==> src/rtl/fft_r2_controller.sv <==
// fft_r2_controller: in-place radix-2 DIT FFT sequencer.
// Walks LOG2N stages of N/2 butterflies. It issues read-address pairs and
// twiddle indices, and delays them by D = RD_LATENCY + BFU_LATENCY to form
// write-back addresses. D drain cycles between stages keep stage s+1 reads
// behind the last stage s write.
// Optional feature: define FFT_CTRL_BITREV_EN to build a LOAD phase that
// writes incoming samples to bit-reversed addresses before the first stage.
//
// Handshake: start is a level sampled only in IDLE. ld_valid qualifies one
// sample per cycle during LOAD; there is no backpressure, and ld_wr_en
// mirrors ld_valid combinationally while in LOAD.
module fft_r2_controller #(
    parameter int LOG2N       = 4,
    parameter int RD_LATENCY  = 1,
    parameter int BFU_LATENCY = 3
) (
    input  logic                       clk,
    input  logic                       clear,
    input  logic                       start,
    output logic                       busy,
    output logic                       done,
    output logic [$clog2(LOG2N)-1:0]   stage,
    output logic                       rd_en,
    output logic [LOG2N-1:0]           rd_addr_a,
    output logic [LOG2N-1:0]           rd_addr_b,
    output logic [LOG2N-2:0]           tw_addr,
    output logic                       wr_en,
    output logic [LOG2N-1:0]           wr_addr_a,
    output logic [LOG2N-1:0]           wr_addr_b,
    input  logic                       ld_valid,
    output logic                       ld_wr_en,
    output logic [LOG2N-1:0]           ld_addr
);
    localparam int SW  = $clog2(LOG2N);
    localparam int D   = RD_LATENCY + BFU_LATENCY;
    localparam int DCW = $clog2(D + 1);
    localparam logic [LOG2N-2:0] KMAX       = '1;
    localparam logic [SW-1:0]    LAST_STAGE = SW'(LOG2N - 1);
    localparam logic [DCW-1:0]   DRAIN_LAST = DCW'(D - 1);

    typedef enum logic [2:0] {IDLE, LOAD, READ, DRAIN, DONE} state_t;

    typedef struct packed {
        logic             en;
        logic [LOG2N-1:0] a;
        logic [LOG2N-1:0] b;
    } wb_t;

    // Insert a 0 at bit s of the butterfly counter to form the A operand.
    function automatic logic [LOG2N-1:0] addr_a_of(input logic [LOG2N-2:0] k,
                                                   input logic [SW-1:0]    s);
        logic [LOG2N-1:0] kx;
        logic [LOG2N-1:0] lo_mask;
        kx      = {1'b0, k};
        lo_mask = (LOG2N'(1) << s) - LOG2N'(1);
        return ((kx & ~lo_mask) << 1) | (kx & lo_mask);
    endfunction

    // Twiddle index (k mod 2^s) scaled to the N-point ROM.
    function automatic logic [LOG2N-2:0] tw_of(input logic [LOG2N-2:0] k,
                                               input logic [SW-1:0]    s);
        logic [LOG2N-2:0] m;
        m = ((LOG2N-1)'(1) << s) - (LOG2N-1)'(1);
        return (k & m) << ((LOG2N - 1) - int'(s));
    endfunction

    state_t           state_q, state_d;
    logic [LOG2N-2:0] k_q, k_d;
    logic [SW-1:0]    stage_q, stage_d;
    logic [DCW-1:0]   dcnt_q, dcnt_d;
    logic             busy_q, busy_d, done_q, done_d, rd_en_q, rd_en_d;
    logic [LOG2N-1:0] rd_a_q, rd_a_d, rd_b_q, rd_b_d;
    logic [LOG2N-2:0] tw_q, tw_d;
    wb_t              wb_q [D];
    wb_t              wb_d [D];
`ifdef FFT_CTRL_BITREV_EN
    logic [LOG2N-1:0] ld_cnt_q, ld_cnt_d;
`endif

    // Next-state, counters and next values of the registered outputs.
    always_comb begin
        state_d = state_q;
        k_d     = k_q;
        stage_d = stage_q;
        dcnt_d  = dcnt_q;
`ifdef FFT_CTRL_BITREV_EN
        ld_cnt_d = ld_cnt_q;
`endif
        case (state_q)
            IDLE: begin
                if (start) begin
                    k_d     = '0;
                    stage_d = '0;
`ifdef FFT_CTRL_BITREV_EN
                    state_d  = LOAD;
                    ld_cnt_d = '0;
`else
                    state_d = READ;
`endif
                end
            end
            LOAD: begin
`ifdef FFT_CTRL_BITREV_EN
                if (ld_valid) begin
                    if (ld_cnt_q == LOG2N'((1 << LOG2N) - 1)) begin
                        ld_cnt_d = '0;
                        state_d  = READ;
                    end else begin
                        ld_cnt_d = ld_cnt_q + LOG2N'(1);
                    end
                end
`else
                state_d = IDLE;
`endif
            end
            READ: begin
                if (k_q == KMAX) begin
                    k_d     = '0;
                    dcnt_d  = '0;
                    state_d = DRAIN;
                end else begin
                    k_d = k_q + (LOG2N-1)'(1);
                end
            end
            DRAIN: begin
                if (dcnt_q == DRAIN_LAST) begin
                    dcnt_d = '0;
                    if (stage_q == LAST_STAGE) begin
                        stage_d = '0;
                        state_d = DONE;
                    end else begin
                        stage_d = stage_q + SW'(1);
                        state_d = READ;
                    end
                end else begin
                    dcnt_d = dcnt_q + DCW'(1);
                end
            end
            DONE:    state_d = IDLE;
            default: state_d = IDLE;
        endcase

        busy_d  = (state_d == LOAD) || (state_d == READ) || (state_d == DRAIN);
        done_d  = (state_d == DONE);
        rd_en_d = (state_d == READ);
        rd_a_d  = '0;
        rd_b_d  = '0;
        tw_d    = '0;
        if (rd_en_d) begin
            rd_a_d = addr_a_of(k_d, stage_d);
            rd_b_d = rd_a_d | (LOG2N'(1) << stage_d);
            tw_d   = tw_of(k_d, stage_d);
        end
    end

    // Write-back delay line: wr_* is rd_* exactly D cycles later.
    always_comb begin
        wb_d[0] = '{en: rd_en_q, a: rd_a_q, b: rd_b_q};
        for (int i = 1; i < D; i++) begin
            wb_d[i] = wb_q[i-1];
        end
    end

    // State, counter, output and delay-line registers with synchronous clear.
    always_ff @(posedge clk) begin
        if (clear) begin
            state_q <= IDLE;
            k_q     <= '0;
            stage_q <= '0;
            dcnt_q  <= '0;
            busy_q  <= 1'b0;
            done_q  <= 1'b0;
            rd_en_q <= 1'b0;
            rd_a_q  <= '0;
            rd_b_q  <= '0;
            tw_q    <= '0;
            for (int i = 0; i < D; i++) wb_q[i] <= '0;
`ifdef FFT_CTRL_BITREV_EN
            ld_cnt_q <= '0;
`endif
        end else begin
            state_q <= state_d;
            k_q     <= k_d;
            stage_q <= stage_d;
            dcnt_q  <= dcnt_d;
            busy_q  <= busy_d;
            done_q  <= done_d;
            rd_en_q <= rd_en_d;
            rd_a_q  <= rd_a_d;
            rd_b_q  <= rd_b_d;
            tw_q    <= tw_d;
            for (int i = 0; i < D; i++) wb_q[i] <= wb_d[i];
`ifdef FFT_CTRL_BITREV_EN
            ld_cnt_q <= ld_cnt_d;
`endif
        end
    end

    assign busy      = busy_q;
    assign done      = done_q;
    assign stage     = stage_q;
    assign rd_en     = rd_en_q;
    assign rd_addr_a = rd_a_q;
    assign rd_addr_b = rd_b_q;
    assign tw_addr   = tw_q;
    assign wr_en     = wb_q[D-1].en;
    assign wr_addr_a = wb_q[D-1].a;
    assign wr_addr_b = wb_q[D-1].b;

`ifdef FFT_CTRL_BITREV_EN
    logic [LOG2N-1:0] ld_rev;

    // Bit-reversed load address from the sample counter.
    always_comb begin
        ld_rev = '0;
        for (int i = 0; i < LOG2N; i++) ld_rev[i] = ld_cnt_q[LOG2N-1-i];
    end

    assign ld_wr_en = (state_q == LOAD) && ld_valid;
    assign ld_addr  = (state_q == LOAD) ? ld_rev : '0;
`else
    logic unused_ld_valid;
    assign unused_ld_valid = ld_valid;
    assign ld_wr_en        = 1'b0;
    assign ld_addr         = '0;
`endif
endmodule
==> config.mk <==
export PLATFORM = sky130hd
export DESIGN_NAME = fft_r2_controller
export DESIGN_NICKNAME = d
export VERILOG_FILES = /design/src/rtl/fft_r2_controller.sv
export SDC_FILE = /design/constraint.sdc
export NUM_CORES = 1
export LEC_CHECK = 0
export ABC_AREA = 1
export BUFFER_PORTS_ARGS = -buffer_cell sky130_fd_sc_hd__buf_4
export CAP_MARGIN = 20
export CORE_UTILIZATION = 45
export DETAILED_ROUTE_END_ITERATION = 12
export GPL_TIMING_DRIVEN = 0
export HOLD_SLACK_MARGIN = 0.06
export PLACE_DENSITY = 0.69
export SYNTH_ARGS = -nofsm -noshare
export SYNTH_HDL_FRONTEND = slang
export SYNTH_SLANG_ARGS = --single-unit
==> constraint.sdc <==
create_clock -name clk -period 1.67 [get_ports clk]
set_clock_uncertainty 0.05 [all_clocks]
set_input_delay 0.167 -clock clk [delete_from_list [all_inputs] [get_ports clk]]
set_output_delay 0.167 -clock clk [all_outputs]
set_load 0.02 [all_outputs]
=== After elaboration in Yosys (flattened, before gate mapping) ===
Memories as Yosys holds them, arrays and structs flattened.
Cells that the tools add are included.
Widths: inputs -> output; s select.

* Register bits: 25
* Bits in latches: 0
* RAM bits: 36
* Bits in read-only memories: 0
* Input bits: 4
* Output and inout bits: 30
* Word-level logic and storage cells: 69
* Memories: 1

{| class="wikitable"
|+ Memory list
! name !! depth !! bits a word !! read ports !! clocked after Yosys merged registers in !! write ports !! RTL line !! source
|-
| wb_q || 4 || 9 || 4 || 0 || 4 || 74 || <nowiki>wb_t wb_q [D];</nowiki>
|}

* Add/subtract/negate cells: 6
* $mul: 0
* Divide/modulo/power cells: 0
* $lt $le $gt $ge: 0
* Equal/unequal tests: 10
* Shift-type cells: 3
* Mux-type cells: 22
* Bitwise operators: 11
* Reduce and logical (&&, ||, !) cells: 6

{| class="wikitable"
|+ Operator list
! operator !! number
|-
| $mux 9 || 4
|-
| $shl 3x32->3 || 1
|-
| $mux 3 || 8
|-
| $eq 3x2->1 const B || 5
|-
| $pmux 3 s2 || 2
|-
| $pmux 3 s3 || 1
|-
| $or 4x4->4 || 2
|-
| $add 3x1->3 const B || 2
|-
| $and 3x3->3 || 2
|-
| $eq 3x3->1 const B || 2
|-
| $mux 2 || 3
|-
| $and 3x4->4 || 1
|-
| $or 1x1->1 || 4
|-
| $pmux 2 s2 || 1
|-
| $shl 1x2->4 const A || 1
|-
| $sub 4x2->4 const B || 1
|-
| $eq 3x1->1 const B || 1
|-
| $logic_not 3->1 || 1
|-
| $mux 1 || 3
|-
| $not 3->3 || 1
|-
| $shl 1x2->3 const A || 1
|-
| $sub 2x2->3 const A || 1
|-
| $sub 3x2->3 const B || 1
|-
| $add 2x1->2 const B || 1
|-
| other kinds (7) || 8
|}

=== Longest topological paths before layout ===
* Depth after elaboration: 10
* Depth in mapped cells: 11
* Gate-level depth less buffers: 11

=== Least setup slack after synthesis ===
No wires, ideal clock.

* Path type: register to register
* Start point: register stage_q[0] (netlist: stage[0])
* End point: register tw_q[2] (netlist: tw_addr[2])
* Library setup time: 0.109 ns
* Data arrival time: 1.402 ns
* Data required time: 1.511 ns
* Path slack: 0.109 ns
* Cell stages (with the launch flop): 11
* Buffers on the path: 0
* Period minus slack after synthesis: 1.561 ns
* Cell sequence: dfxtp_1 -> ha_1 -> nand3b_1 -> nand3_1 -> nand2_2 -> nand2_1 -> inv_1 -> nand2_1 -> nand3_1 -> nand2_1 -> inv_1

* Cells in the longest elaborated chain, start to end: 8
* Elaborated cells between the ends (all ways): 17
* Those cells by class: 3 x add/sub; 2 x eq/ne; 2 x shift; 7 x mux; 2 x bitwise; 1 x reduce/logical

{| class="wikitable"
|+ RTL lines
! element !! RTL line !! source
|-
| from (decl) || 69 || <nowiki>logic [SW-1:0] stage_q, stage_d;</nowiki>
|-
| from (signal assigned) || 184 || <nowiki>stage_q <= stage_d;</nowiki>
|-
| $add 2x1->2 or $eq 2x2->1 (tied branches) || 132, 128 ||
|-
| $mux 2 || 128 || <nowiki>if (stage_q == LAST_STAGE) begin</nowiki>
|-
| $mux 2 || 126 || <nowiki>if (dcnt_q == DRAIN_LAST) begin</nowiki>
|-
| $pmux 2 s2 || 89 || <nowiki>case (state_q)</nowiki>
|-
| $shl 1x2->3 || 63 || <nowiki>m = ((LOG2N-1)'(1) << s) - (LOG2N-1)'(1);</nowiki>
|-
| $sub 3x2->3 || 63 ||
|-
| $and 3x3->3 || 64 || <nowiki>return (k & m) << ((LOG2N - 1) - int'(s));</nowiki>
|-
| $shl 3x32->3 || 64 ||
|-
| to (signal assigned) || 191 || <nowiki>tw_q <= tw_d;</nowiki>
|-
| to (decl) || 73 || <nowiki>logic [LOG2N-2:0] tw_q, tw_d;</nowiki>
|}

Parallel ways exist; a longest one is shown, timed or not.
A chain may end at the register's enable or synchronous reset.

=== Worst setup path after layout ===
* Start point: register dcnt_q[0]
* End point: register tw_q[1] (netlist: tw_addr[1])

* Cells in the longest elaborated chain, start to end: 7
* Elaborated cells between the ends (all ways): 13
* Those cells by class: 2 x add/sub; 2 x eq/ne; 2 x shift; 4 x mux; 2 x bitwise; 1 x reduce/logical

{| class="wikitable"
|+ RTL lines
! element !! RTL line !! source
|-
| from (decl) || 70 || <nowiki>logic [DCW-1:0] dcnt_q, dcnt_d;</nowiki>
|-
| from (signal assigned) || 185 || <nowiki>dcnt_q <= dcnt_d;</nowiki>
|-
| $eq 3x2->1 (*) || 126 ||
|-
| $mux 2 || 126 ||
|-
| $pmux 2 s2 || 89 ||
|-
| $shl 1x2->3 || 63 ||
|-
| $sub 3x2->3 || 63 ||
|-
| $and 3x3->3 || 64 ||
|-
| $shl 3x32->3 || 64 ||
|}

Every way passes the cells marked *; elsewhere a longest branch is shown, timed or not.

==> flow_summary.json <==
{
  "slew_violations": 0,
  "setup_ws_ps": 124,
  "holdPathEnd": "state_q[1]$_SDFF_PP0_",
  "required_ps": 1830,
  "die_y_um": 71.1,
  "yosys.area.top_type_share_pct": 56.8,
  "die_w_um": 71.1,
  "grt_max_degree": 11,
  "ant_nets": 0,
  "final_util_pct": 59.6,
  "worstSetupStartpointType": "flop",
  "first_iter_violations": 60,
  "cts_made_buffers": 9,
  "initial_core_util_pct": 48.0,
  "synth_cell_types": 25,
  "cp-end-kind": "flop",
  "holdPathStages": 3,
  "rr_endpoint": "tw_addr[1]$_SDFF_PP0_",
  "diodes": 0,
  "core_sq_mm": 0.00447,
  "cap_violations": 0,
  "pin_count": 34,
  "viasPerCell": 4.30,
  "setup_viol": 0,
  "grt_antenna_before_repair": 0,
  "fin_crit_sh_pct": 92.6,
  "pwr-share-seq_pct": 52.6,
  "power_switching_mw": 0.626,
  "place.gp.congestion": 0.878,
  "drcViolationCount": 0,
  "multi_input_area_sq_um": 629,
  "wl_per_cell_um": 9.82,
  "timing.rr.start": "dcnt_q[0]$_SDFFE_PP0P_",
  "crit_top_cell": "nand2_1",
  "ff_latch_area_sq_mm": 0.00122,
  "grt_use_total_pct": 16.0,
  "via_count": 1551,
  "clkSinkCount": 61,
  "critPathMaxFanout": 6,
  "ir_worst_vdd_uv": 492,
  "path_buf_inv": 1,
  "crit_type": "flop to flop",
  "clk_pin_slew_ps": 60,
  "postSynth.asyncResetShare_pct": 0,
  "worstPathCellList": "ha_1 -> nand2_1 -> inv_1 -> nand3_1 -> a21boi_4 -> nand2_1 -> nand2_1 -> a21oi_1",
  "drive_gt1_share_pct": 24.3,
  "dr.pass1.iters": 6,
  "rrSetupSlack_ps": 120,
  "cts_buffer_depth": 2,
  "hpwl_um": 2410,
  "slowest_delay_ps": 320,
  "run_status": "finished, final reports clean",
  "rr_worst_depth": 8,
  "overflow": 0,
  "ys_top_cells_by_count": "61 x dfxtp_1, 56 x inv_1, 50 x nor2_1",
  "swShare_pct": 22.1,
  "yosysMostFrequentCell": "dfxtp_1",
  "clkPwrFrac_pct": 42.1,
  "setup_tns_ps": 0,
  "pre_cts_ws_ps": 122,
  "arrival_ps": 1710,
  "cts_tree": "built",
  "synth_edf_count": 0,
  "synthCells": 260,
  "synth_area_leaders": "dfxtp_1 57%, inv_1 9.8%, nor2_1 8.7%, nand2_1 5.4%, buf_4 4.5%",
  "clk_latency_ps": 320,
  "port_buffers": 27,
  "fmax_mhz": 647,
  "hold_viol": 0,
  "holdCritStartpoint": "start",
  "yosys.area.top_type": "dfxtp_1",
  "comb_power_share_pct": 5.2,
  "critPathTopFamily": "simple AND/OR/NAND/NOR gates",
  "synth_ff_type": "dfxtp_1",
  "first_global_vias": 1366,
  "power.leakage_nw": 1.28,
  "period_minus_slack_ps": 1550,
  "power.internal_mw": 2.21,
  "synth.avg_cell_area_sq_um": 8.26,
  "crit_slowest_cell": "dfxtp_1",
  "syn_to_final_growth_pct": 24.1,
  "synth_seq_cells": 61,
  "routed_wirelength_um": 3540,
  "nets": 313,
  "fill_cells": 411,
  "h-tree-depth": 3,
  "ys_warn_count": 0,
  "rows": 24,
  "hold_path_class": "input port to flop",
  "power.density_mw_per_mm2": 1060,
  "netlist_area_sq_mm": 0.00215,
  "grt_pass1_wl_um": 5890,
  "die_area_sq_mm": 0.00505,
  "ys_seq_area_share_pct": 56.8,
  "cts_root_buf": "clkbuf_8"
}
[worst max path at each step]
stage,start,end,depth (start not counted)
after global routing,k_q[0]$_SDFF_PP0_,tw_addr[1]$_SDFF_PP0_,9
final,dcnt_q[0]$_SDFFE_PP0P_,tw_addr[1]$_SDFF_PP0_,8
after CTS,clear,stage[0]$_SDFF_PP0_,5
after floorplan,stage[0]$_SDFF_PP0_,tw_addr[2]$_SDFF_PP0_,10
after global placement,dcnt_q[0]$_SDFFE_PP0P_,tw_addr[1]$_SDFF_PP0_,8
after detailed placement,dcnt_q[0]$_SDFFE_PP0P_,tw_addr[1]$_SDFF_PP0_,8
[worst register-to-register path: cells and delay by family, from the launching register on]
| family | cells | cell delay (ps) |
|---|---|---|
| simple gates | 4 | 440 |
| buf+inv | 1 | 60 |
| compound gates | 2 | 320 |
| flops | 1 | 320 |
| fa+ha+maj | 1 | 230 |
[power by group through the flow]
stage / combinational, mW / clock (mW) / sequential (mW)
2_1_floorplan: 0.0970 / 0 / 1.53
3_3_place_gp: 0.139 / 0 / 1.52
3_5_place_dp: 0.141 / 0 / 1.52
4_1_cts: 0.143 / 1.23 / 1.49
5_1_grt: 0.167 / 1.30 / 1.49
6_report: 0.149 / 1.19 / 1.49
[stage by stage]
| stage | hold slack, ps | cells | cell area, sq um | power, mW |
|---|---|---|---|---|
| 5_1_grt | 183 | 361 | 2670 | 2.96 |
| 3_3_place_gp | 338 | 343 | 2430 | 1.66 |
| 4_1_cts | 150 | 359 | 2620 | 2.86 |
| 6_report | 158 | 361 | 2670 | 2.83 |
| 2_1_floorplan | 207 | 264 | 2160 | 1.62 |
| 3_5_place_dp | 344 | 343 | 2430 | 1.66 |
[sequential cells by signal, indices dropped and copies added (netlist names)]
register and count:
dcnt_q 3, stage 2, rd_en 1, rd_addr_a 4, busy 1, tw_addr 3, k_q 3, rd_addr_b 4
wb_q 36, state_q 3, done 1
[cell families after synthesis]
| logic type | count (synthesis) | share of synthesized area, % |
|---|---|---|
| other | 1 | 0.175 |
| adder cells (fa/ha/maj) | 4 | 2.33 |
| flip-flops | 61 | 56.8 |
| AND/OR/NAND/NOR | 105 | 21.3 |
| buffers and inverters | 76 | 15.7 |
| AO/OA/AOI/OAI | 13 | 3.73 |
[routing by layer]
metal  wire, um  track usage (%)  vias up
li1           -                -      833
met1       1660             18.7      678
met2       1630             25.0       31
met3        136             4.70        9
met4        119             12.0        0
met5          0                0        -
[layout by cell type (no fill, tap or decap), drive strengths merged]
cell,Yosys,routed
clkbuf,2,15
nand3b,2,2
nand4,1,1
conb,1,5
inv,58,58
buf,16,42
clkinvlp,0,1
a21oi,8,8
dfxtp,61,61
o22ai,1,1
o21ai,2,2
nor2,52,52
bufinv,0,1
ha,4,4
nand3,11,11
a2111oi,1,1
dlygate4sd3,0,1
nor3,3,3
a21boi,1,1
clkinv,0,3
nand2,36,36
[cell type report]
class | instances | area share [%]
Buffer | 18 | 4.51
Clock buffer | 10 | 4.79
Clock inverter | 5 | 1.97
Tap cell | 52 | 2.44
Timing Repair Buffer | 30 | 8.54
Multi-Input combinational cell | 127 | 23.6
Inverter | 58 | 8.26
Sequential cell | 61 | 45.9
[what timing repair did]
| action | CTS | global route |
|---|---|---|
| endpoints found under the setup margin | 0 | 34 |
| gates resized for setup | 0 | 9 |
| setup buffers | 0 | 2 |
| hold buffers | 1 | 0 |
| hold endpoints to repair | 1 | 0 |
Power figures use the tool's default switching activity.
